==> config.mk <==
export PLATFORM = sky130hd
export DESIGN_NAME = base_addr_fetch
export DESIGN_NICKNAME = d
export VERILOG_FILES = /design/src/rtl/unet_wrapper_pkg.sv /design/src/rtl/rise_detect.sv /design/src/rtl/base_addr_fetch.sv
export SDC_FILE = /design/constraint.sdc
export NUM_CORES = 1
export LEC_CHECK = 0
export CAP_MARGIN = 10
export CORE_UTILIZATION = 43
export DETAILED_ROUTE_END_ITERATION = 10
export GPL_ROUTABILITY_DRIVEN = 0
export PLACE_DENSITY = 0.93
export SYNTH_ARGS = -nofsm -noshare
export SYNTH_HDL_FRONTEND = slang
export SYNTH_HIERARCHICAL = 1
export SYNTH_SLANG_ARGS = --single-unit
==> constraint.sdc <==
create_clock -name clk -period 2.45 [get_ports clk]
set_input_delay 0.735 -clock clk [delete_from_list [all_inputs] [get_ports clk]]
set_output_delay 0.735 -clock clk [all_outputs]
set_load 0.02 [all_outputs]
==> src/rtl/unet_wrapper_pkg.sv <==
// -----------------------------------------------------------------------------
// unet_wrapper_pkg
// Shared definitions for the U-Net wrapper control blocks:
//   - fetch_state_e : state encoding of the descriptor fetcher FSM
//   - FLAG_WORD     : handshake value the PS writes into the flag word
//   - DESC_OFFSET   : byte distance from the flag word to descriptor 0
//   - MAX_NUM_WORDS : largest descriptor count a fetcher may be built with
//   - desc_addr()   : byte address of descriptor idx relative to the flag word
// -----------------------------------------------------------------------------
package unet_wrapper_pkg;

  typedef enum logic [2:0] {
    IDLE  = 3'd0,
    ISSUE = 3'd1,
    WAIT  = 3'd2,
    OUT   = 3'd3,
    ACK   = 3'd4,
    DONE  = 3'd5
  } fetch_state_e;

  localparam logic [31:0] FLAG_WORD     = 32'h0005_0010;
  localparam logic [31:0] DESC_OFFSET   = 32'd4;
  localparam int unsigned MAX_NUM_WORDS = 16;

  // Descriptors are packed words directly after the flag word; 32-bit wrap is
  // accepted silently.
  function automatic logic [31:0] desc_addr(input logic [31:0] base,
                                            input logic [3:0]  idx);
    return base + DESC_OFFSET + {26'd0, idx, 2'b00};
  endfunction

endpackage

==> src/rtl/rise_detect.sv <==
// -----------------------------------------------------------------------------
// rise_detect
// Registered rising-edge detector for a level input.
//   clk   in  : rising-edge clock
//   rst_n in  : synchronous active-low reset
//   d     in  : level to watch
//   rise  out : one-cycle registered pulse, high the cycle after d is first
//               seen high following a low (or following reset)
// -----------------------------------------------------------------------------
module rise_detect (
  input  logic clk,
  input  logic rst_n,
  input  logic d,
  output logic rise
);

  logic d_q_r;
  logic rise_r;

  // History cleared in reset, so a level already high at release reads as an edge.
  always_ff @(posedge clk) begin
    if (!rst_n) begin
      d_q_r  <= 1'b0;
      rise_r <= 1'b0;
    end else begin
      d_q_r  <= d;
      rise_r <= d & ~d_q_r;
    end
  end

  assign rise = rise_r;

endmodule

==> src/rtl/base_addr_fetch.sv <==
// -----------------------------------------------------------------------------
// base_addr_fetch
// After the poller raises transfer_done, reads NUM_WORDS layer base addresses
// from the BRAM words following the flag word and streams them out over a
// valid/ready interface, then raises fetch_done until transfer_done drops.
//
// Build option: define BASE_ACK_WRITEBACK_EN to overwrite the flag word with
// ACK_WORD once the last descriptor is accepted. Without it the write path is
// absent and ram_we / ram_wd_data are tied to zero.
//
// Parameters: START_ADDR (flag word byte address), NUM_WORDS (1..16),
//             RD_LATENCY (1..3 cycles), ACK_WORD (write-back value)
// Ports:
//   clk, rst_n             : clock, synchronous active-low reset
//   ram_clk, ram_rst       : BRAM clock (= clk) and reset (tied low)
//   ram_addr, ram_en       : BRAM byte address and enable
//   ram_we, ram_wd_data    : BRAM byte write enables and write data
//   ram_rd_data            : BRAM read data
//   transfer_done          : level from the handshake poller
//   desc_valid/ready/data  : descriptor stream
//   desc_index             : descriptor number of desc_data
//   fetch_done             : all descriptors accepted (level)
// -----------------------------------------------------------------------------
module base_addr_fetch
  import unet_wrapper_pkg::*;
#(
  parameter logic [31:0] START_ADDR = 32'h4580_0000,
  parameter int unsigned NUM_WORDS  = 8,
  parameter int unsigned RD_LATENCY = 2,
  parameter logic [31:0] ACK_WORD   = 32'h0000_0000
) (
  input  logic        clk,
  input  logic        rst_n,
  output logic        ram_clk,
  output logic        ram_rst,
  output logic [31:0] ram_addr,
  output logic        ram_en,
  output logic [3:0]  ram_we,
  output logic [31:0] ram_wd_data,
  input  logic [31:0] ram_rd_data,
  input  logic        transfer_done,
  output logic        desc_valid,
  input  logic        desc_ready,
  output logic [31:0] desc_data,
  output logic [3:0]  desc_index,
  output logic        fetch_done
);

  localparam logic [3:0] LAST_IDX = 4'(NUM_WORDS - 1);
  localparam logic [1:0] LAT_LAST = 2'(RD_LATENCY - 1);

  fetch_state_e state_r, state_s;
  logic [3:0]   idx_r, idx_s;
  logic [1:0]   cnt_r, cnt_s;
  logic [31:0]  ram_addr_r, ram_addr_s;
  logic         ram_en_r, ram_en_s;
  logic         desc_valid_r, desc_valid_s;
  logic [31:0]  desc_data_r, desc_data_s;
  logic [3:0]   desc_index_r, desc_index_s;
  logic         fetch_done_r, fetch_done_s;
  logic         rise_s;
`ifdef BASE_ACK_WRITEBACK_EN
  logic [3:0]   ram_we_r, ram_we_s;
  logic [31:0]  ram_wd_r, ram_wd_s;
`else
  logic         unused_ack_s;
`endif

  rise_detect u_rise (
    .clk   (clk),
    .rst_n (rst_n),
    .d     (transfer_done),
    .rise  (rise_s)
  );

  // Next-state and next-output logic; BRAM strobes are computed for the state
  // being entered so the registered outputs line up with that state.
  always_comb begin
    state_s      = state_r;
    idx_s        = idx_r;
    cnt_s        = cnt_r;
    ram_addr_s   = 32'd0;
    ram_en_s     = 1'b0;
    desc_valid_s = desc_valid_r;
    desc_data_s  = desc_data_r;
    desc_index_s = desc_index_r;
    fetch_done_s = fetch_done_r;
`ifdef BASE_ACK_WRITEBACK_EN
    ram_we_s     = 4'h0;
    ram_wd_s     = 32'd0;
`endif
    case (state_r)
      IDLE: begin
        fetch_done_s = 1'b0;
        if (rise_s) begin
          idx_s      = 4'd0;
          ram_en_s   = 1'b1;
          ram_addr_s = desc_addr(START_ADDR, 4'd0);
          state_s    = ISSUE;
        end else begin
          state_s    = IDLE;
        end
      end
      ISSUE: begin
        cnt_s   = 2'd0;
        state_s = WAIT;
      end
      WAIT: begin
        // The last WAIT cycle is the one where read data is valid.
        if (cnt_r == LAT_LAST) begin
          desc_valid_s = 1'b1;
          desc_data_s  = ram_rd_data;
          desc_index_s = idx_r;
          state_s      = OUT;
        end else begin
          cnt_s        = cnt_r + 2'd1;
        end
      end
      OUT: begin
        if (desc_ready) begin
          desc_valid_s = 1'b0;
          if (idx_r == LAST_IDX) begin
`ifdef BASE_ACK_WRITEBACK_EN
            ram_en_s     = 1'b1;
            ram_addr_s   = START_ADDR;
            ram_we_s     = 4'hF;
            ram_wd_s     = ACK_WORD;
            state_s      = ACK;
`else
            fetch_done_s = 1'b1;
            state_s      = DONE;
`endif
          end else begin
            idx_s      = idx_r + 4'd1;
            ram_en_s   = 1'b1;
            ram_addr_s = desc_addr(START_ADDR, idx_r + 4'd1);
            state_s    = ISSUE;
          end
        end else begin
          state_s = OUT;
        end
      end
      ACK: begin
        fetch_done_s = 1'b1;
        state_s      = DONE;
      end
      DONE: begin
        // Exit on the low level, not an edge, so a drop during the fetch re-arms at once.
        if (!transfer_done) begin
          fetch_done_s = 1'b0;
          state_s      = IDLE;
        end else begin
          fetch_done_s = 1'b1;
        end
      end
      default: begin
        desc_valid_s = 1'b0;
        fetch_done_s = 1'b0;
        state_s      = IDLE;
      end
    endcase
  end

  // State and output registers with synchronous reset.
  always_ff @(posedge clk) begin
    if (!rst_n) begin
      state_r      <= IDLE;
      idx_r        <= 4'd0;
      cnt_r        <= 2'd0;
      ram_addr_r   <= 32'd0;
      ram_en_r     <= 1'b0;
      desc_valid_r <= 1'b0;
      desc_data_r  <= 32'd0;
      desc_index_r <= 4'd0;
      fetch_done_r <= 1'b0;
    end else begin
      state_r      <= state_s;
      idx_r        <= idx_s;
      cnt_r        <= cnt_s;
      ram_addr_r   <= ram_addr_s;
      ram_en_r     <= ram_en_s;
      desc_valid_r <= desc_valid_s;
      desc_data_r  <= desc_data_s;
      desc_index_r <= desc_index_s;
      fetch_done_r <= fetch_done_s;
    end
  end

`ifdef BASE_ACK_WRITEBACK_EN
  // Flag-word write-back strobes.
  always_ff @(posedge clk) begin
    if (!rst_n) begin
      ram_we_r <= 4'h0;
      ram_wd_r <= 32'd0;
    end else begin
      ram_we_r <= ram_we_s;
      ram_wd_r <= ram_wd_s;
    end
  end

  assign ram_we      = ram_we_r;
  assign ram_wd_data = ram_wd_r;
`else
  assign unused_ack_s = ^ACK_WORD;
  assign ram_we       = 4'h0;
  assign ram_wd_data  = 32'd0;
`endif

  assign ram_clk    = clk;
  assign ram_rst    = 1'b0;
  assign ram_addr   = ram_addr_r;
  assign ram_en     = ram_en_r;
  assign desc_valid = desc_valid_r;
  assign desc_data  = desc_data_r;
  assign desc_index = desc_index_r;
  assign fetch_done = fetch_done_r;

endmodule

Word-level counts from Yosys, hierarchy flattened
Index checks and enable logic that the tools add are counted.
Storage, ports and cells
  register bits: 82
  latch bits: 0
  RAM bits: 0
  memory bits (read-only): 0
  bits of input ports: 36
  logic and storage cells: 70
  memories: 0
Operators by class
  add/sub/neg operators: 3
  multipliers: 0
  divide/modulo/power cells: 0
  magnitude comparators: 0
  equal/unequal tests: 14
  shifts and indexed selects: 0
  mux-type cells: 27
  bitwise operators: 4
  reduce and logical (&&, ||, !) cells: 11
Operator list (number)
  $mux 32: 2
  $pmux 32 s2: 1
  $add 31x6->32 const A: 1
  $mux 31: 1
  $pmux 3 s6: 1
  $mux 3: 4
  $mux 4: 3
  $ne 2x2->1 const B: 6
  $mux 1: 9
  $pmux 4 s2: 1
  $eq 3x2->1 const B: 2
  $eq 3x3->1 const B: 2
  $reduce_and 2->1: 3
  $reduce_and 3->1: 2
  $add 4x1->4 const B: 1
  $eq 4x3->1 const B: 1
  $pmux 1 s4: 1
  $pmux 2 s2: 1
  $reduce_and 4->1: 1
  $reduce_bool 2->1: 2
  $reduce_or 4->1: 1
  $eq 3x1->1 const B: 1
  $logic_not 3->1: 1
  $not 1->1: 3
  8 further kinds: 8

Logic depth before layout (Yosys ltp)
  depth after elaboration: 5
  gate-level depth with buffers: 7
  gate-level depth less buffers: 6

By module
The synthesis kept the hierarchy.
Modules (own cells, without submodules)
  base_addr_fetch: times used 1, cells an instance 337, area an instance 2778.9 um^2
  rise_detect: times used 1, cells an instance 4, area an instance 55.1 um^2

==> results.tsv <==
stage	metric	value	unit
synth	cells after synthesis	341	
floorplan	Die Width	83.18	µm
cells_and_area	Filler cells	565	
floorplan	die area	6919	µm²
synth	Synth Flop Type	dfxtp_1	
place	Post-DP Area	3398	µm²
cells_and_area	Area growth syn-to-layout	25.08	%
floorplan	Cell Rows	29	
synth	asr flop ratio synth	0	%
setup_path	Startpoint Class	clock port	
cells_and_area	final cell count without fillers	491	
cells_and_area	post-route cell area	3545	µm²
routing	vias	2264	
grt	largest net degree at the start of global routing	37	
synth	library cells used by synthesis	44	
synth	synthesized area	2834	µm²
place	port bufs	84	
clocking	setup bufs post-CTS	0	
synth	register bit total from synthesis	55	
timing	Least-Margin Pin Slew	0.5524	ns
routing	final WL	5296	µm
synth	XOR/XNOR Fraction of Synth Area	0.3091	%
floorplan	Initial Util	44.63	%
grt	total gr overflow	0	
timing	clock skew	0.003623	ns
clocking	hold_buf cts	0	
synth	synthesized area per cell	8.311	µm²
pwr	total power	1873	µW
setup_path	Setup CP Type	clk2out	
synth	Synth Area in Simple Gates	19.78	%
cells_and_area	layout cells sized above 1	4.831	%
grt	vias in the first global route	1997	
flow_run	Max-cap violations	0	
pwr	peak supply drop	0.0005195	V
clocking	clk slew on worst S/H paths	0.09	ns
synth	proportion of synthesized area in mux cells	0.7506	%
setup_path	CP required	1.71	ns
run_status	outcome	completed	
place	dpl hpwl	3733	µm
pwr	Power Density	528.4	nW/µm²
synth	main combinational cell family by area after synthesis	buffers and inverters	
grt	initial antenna violation count	0	
pwr	P_leak	0.001323	µW
floorplan	IO Count	145	
synth	Seq/Total Area, Yosys	38.85	%
floorplan	Die Span Y	83.18	µm
clocking	CTS tree	yes	
cells_and_area	fin nets	452	
cells_and_area	register area	1101	µm²
setup_path	CP Capture Type	primary output	
place	placed cells	480	
floorplan	Core Area	6350	µm²
synth	Commonest cells post-synth	80 x nand2_1, 65 x buf_4, 55 x dfxtp_1, 30 x a21boi_1, 11 x nor2_1	
setup_path	Arr. time, crit path	1.69	ns
synth	area leader, netlist	dfxtp_1	
timing	Final Hold Fails	0	
routing	# DRC	0	
setup_path	reg2reg setup slack	0.61	ns
timing	RSZ-0062 raised after global routing	no	
synth	top-count cell post-synth	nand2_1	
grt	Tot GR Track Use	15.34	%
synth	top-area cell type share of the netlist area	38.85	%
routing	Routed Antenna Nets	0	
routing	via density per instance	4.611	
clocking	cells resized by post-CTS repair	3	
setup_path	CP max FO	2	
worst_hold_path	Hold/Removal Path Class	reg2reg	
timing	Rel. slew slack	62.65	%
synth	Post-Synth Adder-Cell Area	1.325	%
timing	Final setup viols	0	
grt	first-pass GRT wire length	8763	µm
synth	Yosys Warn Count	6	
cells_and_area	Inserted Diodes	0	
synth	Synth area leaders	dfxtp_1 39%, buf_4 17%, nand2_1 11%, a21boi_1 7.9%, buf_6 3.2%	
routing	DRT iter0 DRCs	85	
cells_and_area	area taken by multi-input logic gates	1308	µm²
clocking	worst-skew pair later-pin latency	0.41	ns
synth	Synth Area in Compound Gates	16.03	%
timing	max-slew violation count	0	
routing	drt first pass iters	4	
routing	WL/cell	10.79	µm
synth	number of synthesized flops with an enable pin	0	
[per-stage QoR]
stage,utilization [%],hold slack [ns],worst slack [ns],TNS [ns]
floorplan,-,0.4607,0.3560,0
global placement,53.52,0.4395,-0.01845,-0.01845
detailed placement,53.52,0.4441,-0.01845,-0.01845
CTS,55.82,0.4579,0.01953,0
global route,55.82,0.4759,0.01463,0
finish,55.82,0.4550,0.02548,0
[critical path, cell delays in order]
cell             delay, ns
clkbuf_8              0.11
clkbuf_8              0.12
clkdlybuf4s15_2       0.24
[final timing paths]
| path | start | end | cells after the start |
|---|---|---|---|
| worst max-delay path | clk | ram_clk | 3 |
| worst min-delay path | desc_data[10] | desc_data[10] | 2 |
| worst max register to register | idx_r[0] | idx_r[0] | 5 |
| worst min register to register | desc_data[10] | desc_data[10] | 2 |
[report_power, final]
| part | leakage, µW | internal, µW | switching, µW |
|---|---|---|---|
| sequential | 0.000444 | 905 | 16.8 |
| clock | 0.0000768 | 384 | 333 |
| combinational | 0.000802 | 93.5 | 140 |
[logic make-up (layout without fill, tap and decap cells)]
| group | Yosys count | after routing |
|---|---|---|
| AO/OA/AOI/OAI | 67 | 67 |
| other | 1 | 60 |
| adder cells (fa/ha/maj) | 3 | 3 |
| flip-flops | 55 | 55 |
| multiplexers | 2 | 2 |
| XOR/XNOR | 1 | 1 |
| AND/OR/NAND/NOR | 121 | 121 |
| buffers and inverters | 91 | 105 |
[placed cells by master, fill, tap and decap left out, types with 2 or more instances in the layout]
master           Yosys  layout
clkdlybuf4s50_1      0      83
nand2_1             80      80
conb_1               1      60
dfxtp_1             55      55
a21boi_1            30      30
nor2_1              11      11
a21oi_1             10      10
clkbuf_8             0      10
o21ai_0              7       7
inv_1                6       6
a21boi_0             6       6
nor3_1               5       5
nand3_1              4       4
a31oi_1              4       4
buf_4               65       4
ha_1                 3       3
o211ai_1             2       2
and3b_1              2       2
nor2b_1              2       2
nor3b_1              2       2
o22ai_1              2       2
o21a_1               2       2
and2_1               2       2
nor4_1               2       2
[final cells by class]
type,instances,area share [%]
clock inverter,1,0.2118
clock buffer,11,4.200
inverter,6,0.6354
timing repair buffer,87,24.29
sequential,55,31.06
tap,77,2.718
multi-input combinational,254,36.89
[flip-flops by register name (all words and copies together), names as in the netlist]
| register | count |
|---|---|
| desc_data | 32 |
| u_rise/rise | 1 |
| desc_valid | 1 |
| ram_en | 1 |
| desc_index | 4 |
| state_r | 3 |
| fetch_done | 1 |
| u_rise/d_q_r | 1 |
| idx_r | 4 |
| ram_addr | 5 |
| cnt_r | 2 |
[metal layers]
| metal | GRT usage (%) | share of wire, % | vias up |
|---|---|---|---|
| met1 | 18.30 | 44 | 1027 |
| li1 | - | - | 1135 |
| met3 | 3.777 | 6.2 | 5 |
| met4 | 6.583 | 0.81 | 0 |
| met2 | 26.15 | 49 | 97 |
| met5 | 0 | 0 | - |
(Power assumes the default switching activity.)
